`src/rtl/dvi_ctrl_pkg.sv`:
```
// Shared constants for the DVI timing controller: state encoding, black pixel,
// counter width and the sync polarity helper.
package dvi_ctrl_pkg;

    localparam logic [1:0] ST_IDLE   = 2'd0;
    localparam logic [1:0] ST_SYNC   = 2'd1;
    localparam logic [1:0] ST_RUN    = 2'd2;
    localparam logic [1:0] ST_RESYNC = 2'd3;

    localparam logic [23:0] PIX_BLACK = 24'h000000;

    // Wide enough for any common video mode up to 4095 clocks or lines.
    localparam int CNT_W = 12;

    typedef struct packed {
        logic [7:0] red;
        logic [7:0] grn;
        logic [7:0] blu;
    } rgb_t;

    // Output pin level for a sync pulse: pol=1 passes it through, pol=0 inverts it.
    function automatic logic sync_level(input logic asserted, input logic pol);
        return asserted ~^ pol;
    endfunction

endpackage

```
`src/rtl/dvi_timing_gen.sv`:
```
// Free-running raster counters with active-region and raw (active-high) sync decode.
// Regions run active, front porch, sync, back porch, starting at count 0.
module dvi_timing_gen
    import dvi_ctrl_pkg::*;
#(
    parameter int H_ACTIVE = 640,
    parameter int H_FP     = 16,
    parameter int H_SYNC   = 96,
    parameter int H_BP     = 48,
    parameter int V_ACTIVE = 480,
    parameter int V_FP     = 10,
    parameter int V_SYNC   = 2,
    parameter int V_BP     = 33
) (
    input  logic             CLK,
    input  logic             RESET,
    output logic [CNT_W-1:0] hc,
    output logic [CNT_W-1:0] vc,
    output logic             active,
    output logic             hsync,
    output logic             vsync
);

    localparam int H_TOTAL = H_ACTIVE + H_FP + H_SYNC + H_BP;
    localparam int V_TOTAL = V_ACTIVE + V_FP + V_SYNC + V_BP;

    always_ff @(posedge CLK) begin
        if (RESET) begin
            hc <= '0;
            vc <= '0;
        end else if (hc == CNT_W'(H_TOTAL - 1)) begin
            hc <= '0;
            vc <= (vc == CNT_W'(V_TOTAL - 1)) ? '0 : vc + 1'b1;
        end else begin
            hc <= hc + 1'b1;
        end
    end

    assign active = (hc < CNT_W'(H_ACTIVE)) && (vc < CNT_W'(V_ACTIVE));
    assign hsync  = (hc >= CNT_W'(H_ACTIVE + H_FP)) && (hc < CNT_W'(H_ACTIVE + H_FP + H_SYNC));
    assign vsync  = (vc >= CNT_W'(V_ACTIVE + V_FP)) && (vc < CNT_W'(V_ACTIVE + V_FP + V_SYNC));

endmodule

```
`src/rtl/dvi_timing_ctrl.sv`:
```
// DVI output controller: aligns an incoming SOF-marked pixel stream to the raster,
// blanks and resynchronises on underflow or misaligned SOF.
module dvi_timing_ctrl
    import dvi_ctrl_pkg::*;
#(
    parameter int H_ACTIVE = 640,
    parameter int H_FP     = 16,
    parameter int H_SYNC   = 96,
    parameter int H_BP     = 48,
    parameter int V_ACTIVE = 480,
    parameter int V_FP     = 10,
    parameter int V_SYNC   = 2,
    parameter int V_BP     = 33,
    parameter bit HS_POL   = 1'b0,
    parameter bit VS_POL   = 1'b0
) (
    input  logic        CLK,
    input  logic        RESET,
    input  logic        ENABLE,
    input  logic [23:0] PIX_DATA,
    input  logic        PIX_SOF,
    input  logic        PIX_VALID,
    output logic        PIX_READY,
    output logic [7:0]  TX_RED,
    output logic [7:0]  TX_GRN,
    output logic [7:0]  TX_BLU,
    output logic        TX_HS,
    output logic        TX_VS,
    output logic        TX_DE,
    output logic        FRAME_START,
    output logic        UNDERFLOW,
    output logic [1:0]  STATE
);

    logic [CNT_W-1:0] hc, vc;
    logic             active, hsync, vsync;
    logic [1:0]       state, state_nxt;
    logic             at_origin, abort, ready_p0, show_p0, uflow_p0;
    rgb_t             pix_p1;
    logic             de_p1, hs_p1, vs_p1, fs_p1, uflow_p1;

    dvi_timing_gen #(
        .H_ACTIVE(H_ACTIVE), .H_FP(H_FP), .H_SYNC(H_SYNC), .H_BP(H_BP),
        .V_ACTIVE(V_ACTIVE), .V_FP(V_FP), .V_SYNC(V_SYNC), .V_BP(V_BP)
    ) u_timing (
        .CLK    (CLK),
        .RESET  (RESET),
        .hc     (hc),
        .vc     (vc),
        .active (active),
        .hsync  (hsync),
        .vsync  (vsync)
    );

    assign at_origin = (hc == '0) && (vc == '0);
    // ENABLE low at frame start overrides every other transition, including an SOF accept.
    assign abort     = at_origin && !ENABLE;

    // Stage p0: decide handshake, display and next state from the current raster position
    always_comb begin
        state_nxt = state;
        ready_p0  = 1'b0;
        show_p0   = 1'b0;
        uflow_p0  = 1'b0;
        case (state)
            ST_IDLE: begin
                if (at_origin && ENABLE) state_nxt = ST_SYNC;
            end
            ST_SYNC, ST_RESYNC: begin
                ready_p0 = PIX_VALID && (!PIX_SOF || at_origin);
                if (PIX_VALID && PIX_SOF && at_origin) begin
                    show_p0   = 1'b1;
                    state_nxt = ST_RUN;
                end
            end
            ST_RUN: begin
                ready_p0 = active;
                if (active) begin
                    if (!PIX_VALID) begin
                        uflow_p0  = 1'b1;
                        state_nxt = ST_RESYNC;
                    end else begin
                        show_p0 = 1'b1;
                        if (PIX_SOF != at_origin) begin
                            uflow_p0  = 1'b1;
                            state_nxt = ST_RESYNC;
                        end
                    end
                end
            end
            default: state_nxt = ST_IDLE;
        endcase
        if (abort) begin
            ready_p0  = 1'b0;
            show_p0   = 1'b0;
            uflow_p0  = 1'b0;
            state_nxt = ST_IDLE;
        end
    end

    assign PIX_READY = ready_p0 && !RESET;

    // Stage p1: registered encoder-facing outputs, one cycle behind (hc,vc)
    always_ff @(posedge CLK) begin
        if (RESET) begin
            state    <= ST_IDLE;
            pix_p1   <= rgb_t'(PIX_BLACK);
            de_p1    <= 1'b0;
            hs_p1    <= sync_level(1'b0, HS_POL);
            vs_p1    <= sync_level(1'b0, VS_POL);
            fs_p1    <= 1'b0;
            uflow_p1 <= 1'b0;
        end else begin
            state    <= state_nxt;
            pix_p1   <= (show_p0 && active) ? rgb_t'(PIX_DATA) : rgb_t'(PIX_BLACK);
            de_p1    <= active;
            hs_p1    <= sync_level(hsync, HS_POL);
            vs_p1    <= sync_level(vsync, VS_POL);
            fs_p1    <= at_origin;
            uflow_p1 <= uflow_p0;
        end
    end

    assign TX_RED      = pix_p1.red;
    assign TX_GRN      = pix_p1.grn;
    assign TX_BLU      = pix_p1.blu;
    assign TX_DE       = de_p1;
    assign TX_HS       = hs_p1;
    assign TX_VS       = vs_p1;
    assign FRAME_START = fs_p1;
    assign UNDERFLOW   = uflow_p1;
    assign STATE       = state;

endmodule
```
`config.mk`:
```
export PLATFORM = sky130hd
export DESIGN_NAME = dvi_timing_ctrl
export DESIGN_NICKNAME = d
export VERILOG_FILES = /design/src/rtl/dvi_ctrl_pkg.sv /design/src/rtl/dvi_timing_gen.sv /design/src/rtl/dvi_timing_ctrl.sv
export SDC_FILE = /design/constraint.sdc
export NUM_CORES = 1
export LEC_CHECK = 0
export ABC_CLOCK_PERIOD_IN_PS = 5000
export CAP_MARGIN = 20
export CORE_UTILIZATION = 25
export CTS_BUF_LIST = sky130_fd_sc_hd__clkbuf_4
export CTS_CLUSTER_DIAMETER = 200
export DETAILED_ROUTE_END_ITERATION = 7
export SYNTH_ARGS = -nofsm -noshare
export SYNTH_HDL_FRONTEND = slang
export SYNTH_HIERARCHICAL = 1
export SYNTH_SLANG_ARGS = --single-unit
export TNS_END_PERCENT = 50
```
`constraint.sdc`:
```
create_clock -name CLK -period 5 [get_ports CLK]
set_input_delay 1.5 -clock CLK [delete_from_list [all_inputs] [get_ports CLK]]
set_output_delay 1.5 -clock CLK [all_outputs]
set_load 0.005 [all_outputs]
```
==> run metrics, run 1 <==
Routed wire per std cell ~13 um; cts bufs inserted 5; vias ~2,200; port bufs 60; CTS hold repair buffers 0; Antenna Cells 0; Inst Count DP 451; dpl ws about 0.44 ns; Die ar. 10,700 sq um; H-tree depth 2; fin nets 359; fmax 0.219 GHz; Reg2Reg Setup Slack between 2 and 2.5 ns; global-route wire length before repair roughly 9400 um; RSZ-0062 raised after global routing false; worst reg-to-reg path cell count 5; DP Area roughly 3200 sq um; Yosys warning total 6; sequential share of the synthesized area 43.0%; count of final max-slew check failures 0; root buf cell clkbuf_4; Lkg Pwr ~0.97 nW; crit share post-route about 91%; Gate Count Post-Synth 270; Initial Util about a quarter; Row Count 36; CTS-repair resized insts 0; Setup Total Neg Slack 0 ns; Total Routing Usage GR roughly 11%; largest net degree at the start of global routing 28; die width around 100 um; post-route setup slack 0.443 ns; hpwl dp about 4300 um; drt pass-1 iters 4; final setup fails 0; Routed Antenna Nets 0; Final Hold Viols 0; worst hold stages 1; CTS tree built; routed wl met3 roughly 430 um; Required @ worst endpoint 3.50 ns; Finished Cell Area between 3000 and 4000 sq um; HP Class reg2reg; Final min period about 4.6 ns; CP Capture Type primary output; Cell Area, Synth ~2600 sq um; startpoint types input pin; critical path type in2out; Mean Syn Cell Area approximately 9.5 sq um; Clock transition at path regs 0.15 ns; WL met2 2680 um; IR drop worst, VDD approximately 120 uV; CTS sink count 55; vias in the first global route roughly 2,000; Max Root-Sink Buffers 2; Critical Path AT slightly above 3 ns; relative slew slack 42.5%; M1 wire length between 2000 and 3000 um; run status complete, no violations; Syn Nets roughly 300; CORE AREA 9860 sq um; post-CTS setup buffer count 0; Worst Skew about 0.0077 ns; post-route insts no fill approximately 460; drt initial violations 140; PwrDens 218 nW/um^2; Vias/cell about 4.8; Yosys reg bits 55; max-cap viol count 0; top sig layer met4; Worst-Margin Slew between 0.8 and 0.9 ns; area grow syn2layout 29.0%; Die Height approximately 100 um; clk_lat worst skew 0.37 ns; IO Count between 60 and 70; crit-path max FO 2; Cell variety after synth 44; gpl congestion roughly 0.83; Remaining DRCs 0; global route total overflow 0; Post-Route WL 6050 um; share of cells above drive strength 1 between 10% and 20%; initial antenna violation count 0
-- worst paths after layout --
kind / endpoint / startpoint
worst min register to register: u_timing/hc[0]$_SDFF_PP0_ / u_timing/hc[0]$_SDFF_PP0_
worst max-delay path: PIX_READY / PIX_SOF
worst min-delay path: u_timing/hc[0]$_SDFF_PP0_ / u_timing/hc[0]$_SDFF_PP0_
worst max register to register: u_timing/vc[5]$_SDFFE_PP0N_ / u_timing/hc[0]$_SDFF_PP0_
-- registers in the layout (all words and copies together) (netlist names) --
signal and count:
UNDERFLOW 1, TX_BLU 8, u_timing/vc 12, TX_GRN 8
TX_RED 8, TX_DE 1, TX_VS 1, STATE 2
TX_HS 1, u_timing/hc 12, FRAME_START 1
-- stage by stage --
stage / util, % / hold slack [ns] / total power [mW]
2_1_floorplan: - / 0.462 / 0.498
3_3_place_gp: 32.9 / 0.483 / 0.535
3_5_place_dp: 32.9 / 0.491 / 0.535
4_1_cts: 33.5 / 0.525 / 0.734
5_1_grt: 33.5 / 0.567 / 0.753
6_report: 33.5 / 0.516 / 0.719
-- metal layers --
layer  vias to the layer above  global-route usage (%)
met5                         -                       0
met4                         0                    2.60
met1                      1023                    14.2
met2                        73                    19.2
met3                         5                    3.02
li1                       1081                       -
-- Yosys cell counts, drive strengths merged --
cell | n | area (sq um)
inv | 9 | 33.8
nand3 | 11 | 55.1
a211oi | 26 | 295
or2 | 1 | 6.26
nor2b | 1 | 6.26
dfxtp | 55 | 1100
or4 | 6 | 48.8
a311oi | 1 | 8.76
nor4 | 9 | 93.8
nor4bb | 1 | 10.0
nor3 | 8 | 40.0
xnor2 | 9 | 78.8
nor4b | 2 | 17.5
a21oi | 12 | 60.1
o31ai | 5 | 37.5
or4b | 1 | 10.0
and3 | 1 | 6.26
nor2 | 20 | 75.1
buf | 9 | 81.3
or3 | 4 | 25.0
nand4 | 9 | 71.3
nor3b | 2 | 26.3
and4 | 2 | 17.5
and2 | 2 | 13.8
nand2 | 35 | 131
nand4b | 1 | 8.76
nand2b | 3 | 18.8
o21a | 2 | 15.0
xor2 | 2 | 17.5
ha | 5 | 62.6
o21ai | 4 | 20.0
o21bai | 1 | 7.51
o41ai | 1 | 8.76
a21o | 2 | 15.0
nand3b | 2 | 15.0
clkbuf | 6 | 22.5
-- report_power, final --
part / leakage, nW / internal (mW) / switching (mW)
sequential: 0.444 / 0.443 / 0.00546
clock: 0.0288 / 0.0544 / 0.140
combinational: 0.496 / 0.0372 / 0.0391
total: 0.969 / 0.535 / 0.185
-- placed cells by master (no fill, tap or decap), drive strengths merged, types with 6 or more instances in the layout --
cell type / count
a211oi: 26
a21oi: 12
clkdlybuf4s50: 60
dfxtp: 55
inv: 9
nand2: 35
nand3: 11
nand4: 9
nor2: 20
nor3: 8
nor4: 9
or4: 6
xnor2: 9
-- critical path: stages --
cell and delay, ns:
clkdlybuf4s50_1 0.43, ha_1 0.19, nand3b_1 0.15, a211oi_1 0.25, clkdlybuf4s50_1 0.54
-- layout make-up --
cell class | count | area (sq um)
Inverter | 9 | 33.8
Fill cell | 996 | 6560
Sequential cell | 55 | 1100
Multi-Input combinational cell | 191 | 1320
Clock buffer | 5 | 37.5
Timing Repair Buffer | 63 | 623
Tap cell | 133 | 166
Clock inverter | 3 | 20.0
-- cell families after synthesis --
| family | share of synthesized area [%] |
|---|---|
| AOI/OAI and AO/OA | 18.3 |
| adders and majority gates | 2.44 |
| buffers and inverters | 5.37 |
| DFF | 43.0 |
| xor gates and xnor gates | 3.76 |
| and+or+nand+nor | 27.2 |
Note: power is estimated with default switching activity, not from simulation.
==> run 2: changes to the inputs <==
--- a/config.mk
+++ b/config.mk
@@ -7,7 +7,7 @@
 export LEC_CHECK = 0
 export ABC_CLOCK_PERIOD_IN_PS = 5000
 export CAP_MARGIN = 20
-export CORE_UTILIZATION = 25
+export CORE_UTILIZATION = 30
 export CTS_BUF_LIST = sky130_fd_sc_hd__clkbuf_4
 export CTS_CLUSTER_DIAMETER = 200
 export DETAILED_ROUTE_END_ITERATION = 7
==> run metrics, run 2 (synthesis results as in run 1) <==
run status complete, no violations; Critical Path AT about 3.2 ns; FF-to-FF End u_timing/vc[0]$_SDFFE_PP0N_; vias 2,165; largest net degree at the start of global routing 28; Antenna Cells 0; IO Count 61; most common cell after layout, fill and taps aside clkdlybuf4s50_1; fillcell total around 840; Crit path max-delay family buffers and inverters; worst hold endpoint u_timing/hc[0]$_SDFF_PP0_; most frequent cells in the layout clkdlybuf4s50_1, dfxtp_1, nand2_1, a211oi_2, nor2_1; initial antenna violation count 0; dpl ws 0.351 ns; relative slew slack about 40%; CP Capture Type primary output; max-cap viol count 0; Routed Antenna Nets 0; clk_lat worst skew approximately 0.36 ns; gpl congestion slightly below 0.9; CTS sink count 55; RSZ-0062 raised after global routing false; Setup Total Neg Slack 0 ns; CP cell instances clkdlybuf4s50_1 -> ha_1 -> nand3b_1 -> a211oi_1 -> clkdlybuf4s50_1; die width ~94 um; fmax roughly 0.21 GHz; post-CTS setup buffer count 0; final setup fails 0; CTS hold repair buffers 0; Max Root-Sink Buffers 2; Final min period between 4 and 5 ns; CORE AREA about 8300 sq um; Worst Skew ~0.015 ns; Regs by FF count u_timing/hc (12), u_timing/vc (12); hpwl dp 4090 um; worst hold stages 1; IR drop worst, VDD about 87 uV; WP buf/inv 2; Die ar. a little under 9000 sq um; Worst-Margin Slew 0.887 ns; Lkg Pwr about 1 nW; global-route wire length before repair just over 9000 um; Remaining DRCs 0; vias in the first global route between 1,500 and 2,000; worst reg-to-reg path cell count 5; Vias/cell 5.03; count of final max-slew check failures 0; fin nets about 360; share of cells above drive strength 1 between 10% and 20%; port bufs 60; HP Class reg2reg; Total Power 760 uW; Die Height approximately 94 um; post-route setup slack roughly 0.34 ns; Final Hold Viols 0; PwrDens around 230 nW/um^2; drt initial violations between 80 and 90; Initial Util about 31%; Reg2Reg Setup Slack 2.40 ns; cts bufs inserted 5; global route total overflow 0; Total Routing Usage GR 13.2%; crit share post-route roughly 93%; Post-Route WL slightly below 6000 um; Worst path most repeated cell clkdlybuf4s50_1; Critical-path top delay cell clkdlybuf4s50_1; Row Count 33; CTS-repair resized insts 0; H-tree depth 2; critical path type in2out; Routed wire per std cell 13.7 um; area grow syn2layout 28.3%; beginning of the worst hold path u_timing/hc[0]$_SDFF_PP0_; drt pass-1 iters 4; CTS tree built; RR Startpoint u_timing/hc[0]$_SDFF_PP0_; max incr delay on CP 0.56 ns; Clock transition at path regs about 0.14 ns; startpoint types input pin; crit-path max FO 2; root buf cell clkbuf_4; Required @ worst endpoint roughly 3.5 ns
-- run 2: cell types whose count changed in the layout (fill, tap and decap cells not counted), sizes merged --
cell	delta
clkinv	-2
bufinv	+1
-- run 2: how the worst max path moves through the flow --
stage	startpoint	end	slack, ns	cells after the start
2_1_floorplan	ENABLE	PIX_READY	1.36	3
3_3_place_gp	PIX_SOF	PIX_READY	0.36	5
3_5_place_dp	PIX_SOF	PIX_READY	0.35	5
4_1_cts	PIX_SOF	PIX_READY	0.34	5
5_1_grt	PIX_SOF	PIX_READY	0.27	5
6_report	PIX_SOF	PIX_READY	0.34	5
-- run 2: report_power, final --
part	switching, mW	leakage, nW	internal, mW	total [mW]
sequential	0.00577	0.444	0.443	0.449
clock	0.132	0.0373	0.103	0.234
combinational	0.0394	0.496	0.0374	0.0769
total	0.177	0.978	0.583	0.760
-- run 2: stage by stage --
step	instance area [sq um]	instances	util [%]	hold slack (ns)
global route	3290	430	39.8	0.554
detailed placement	3210	423	38.9	0.495
finish	3290	430	39.8	0.523
global placement	3210	423	38.9	0.483
CTS	3290	430	39.8	0.529
floorplan	2560	270	-	0.462
-- run 2: final cells by class --
class	instances	area, sq um	area share, %
Tap cell	105	131	4.00
Multi-Input combinational cell	191	1320	40.3
Clock buffer	5	37.5	1.14
Clock inverter	2	37.5	1.14
Inverter	9	33.8	1.03
Timing Repair Buffer	63	623	18.9
Sequential cell	55	1100	33.5
-- run 2: layer usage --
metal	vias up	global-route usage [%]	part of all wire, %
met5	-	0	0
met4	0	4.36	0.94
met3	4	2.74	8.0
met2	82	20.7	42
met1	988	18.0	49
li1	1091	-	-
==> run 3: changes to the inputs <==
--- a/config.mk
+++ b/config.mk
@@ -11,6 +11,7 @@
 export CTS_BUF_LIST = sky130_fd_sc_hd__clkbuf_4
 export CTS_CLUSTER_DIAMETER = 200
 export DETAILED_ROUTE_END_ITERATION = 7
+export SETUP_SLACK_MARGIN = 0.4
 export SYNTH_ARGS = -nofsm -noshare
 export SYNTH_HDL_FRONTEND = slang
 export SYNTH_HIERARCHICAL = 1
==> run metrics, run 3 (synthesis results as in run 1) <==
drt pass-1 iters 4; IR drop worst, VDD between 90 and 100 uV; RSZ-0062 raised after global routing false; Die Height 94.4 um; cts bufs inserted 5; Critical Path AT ~2.7 ns; Remaining DRCs 0; final setup fails 0; Hold Worst Slack 0.523 ns; Setup Total Neg Slack 0 ns; Final min period between 4 and 5 ns; Post-Route WL about 5900 um; worst reg-to-reg path cell count 5; DP Area 3210 sq um; share of cells above drive strength 1 approximately an eighth; post-route insts no fill 430; max-cap viol count 0; CTS hold repair buffers 0; vias in the first global route 1,912; global-route wire length before repair about 9400 um; IO Count 61; Initial Util a little under a third; Inst Count DP approximately 420; Routed wire per std cell 13.6 um; Reg2Reg Setup Slack 2.43 ns; most common cell after layout, fill and taps aside clkdlybuf4s50_1; root buf cell clkbuf_4; Antenna Cells 0; CORE AREA 8260 sq um; run status complete, no violations; fin nets around 360; CTS-repair resized insts 1; global route total overflow 0; relative slew slack a little over two fifths; Finished Cell Area ~3300 sq um; Worst-Margin Slew between 0.8 and 0.9 ns; clk_lat worst skew around 0.36 ns; port bufs 60; Worst Skew approximately 0.016 ns; hpwl dp ~4000 um; Lkg Pwr about 1.0 nW; Max Root-Sink Buffers 2; Row Count 33; Layout Utilization roughly two fifths; area grow syn2layout 28.6%; CTS sink count 55; CTS tree built; crit share post-route between 80% and 90%; die width approximately 94 um; drt initial violations between 70 and 80; count of final max-slew check failures 0; post-route setup slack roughly 0.81 ns; fmax 0.239 GHz; initial antenna violation count 0; Die ar. slightly below 9000 sq um; CP Capture Type primary output; Total Routing Usage GR 13.2%; largest net degree at the start of global routing 28; dpl ws 0.351 ns; crit-path max FO 2; routed wl met3 between 400 and 500 um; startpoint types input pin; top sig layer met4; Regs by FF count u_timing/hc (12), u_timing/vc (12); post-CTS setup buffer count 0; Clock transition at path regs approximately 0.14 ns; PwrDens around 230 nW/um^2; vias about 2,200; Routed Antenna Nets 0; Final Hold Viols 0; M1 wire length around 2900 um; H-tree depth 2; worst hold stages 1; Required @ worst endpoint ~3.5 ns; WL met2 ~2500 um; critical path type in2out; HP Class reg2reg; Total Power 761 uW; gpl congestion between 0.8 and 0.9; most frequent cells in the layout clkdlybuf4s50_1, dfxtp_1, nand2_1, a211oi_2, nor2_1; Vias/cell 5.00
[run 3: layout make-up]
type	instances	area [sq um]
clock buffers	5	37.5
clock inverters	2	37.5
fillers	835	4960
flip-flops and latches	55	1100
multi-input cells	191	1330
well taps	105	131
repair buffers	63	626
inverters	9	33.8
[run 3: layer usage]
metal / vias to the layer above / GRT usage (%)
met1: 971 / 17.9
met5: - / 0
li1: 1093 / -
met2: 82 / 20.7
met3: 6 / 2.74
met4: 0 / 4.36
[run 3: worst max-delay path, cell delays in order]
cell             delay [ns]
clkdlybuf4s50_1        0.43
ha_1                   0.20
nand3b_1               0.16
a211oi_2               0.24
dlymetal6s2s_1         0.16
[run 3: where the power goes]
group	switching [mW]	internal, mW	leakage [nW]
registers	0.00578	0.443	0.444
clock network	0.132	0.103	0.0373
logic	0.0397	0.0374	0.516
total	0.178	0.583	0.997
[run 3: worst paths after layout]
kind / startpoint / end
max reg2reg: u_timing/hc[0]$_SDFF_PP0_ / u_timing/vc[0]$_SDFFE_PP0N_
min: u_timing/hc[0]$_SDFF_PP0_ / u_timing/hc[0]$_SDFF_PP0_
min reg2reg: u_timing/hc[0]$_SDFF_PP0_ / u_timing/hc[0]$_SDFF_PP0_
max: PIX_SOF / PIX_READY
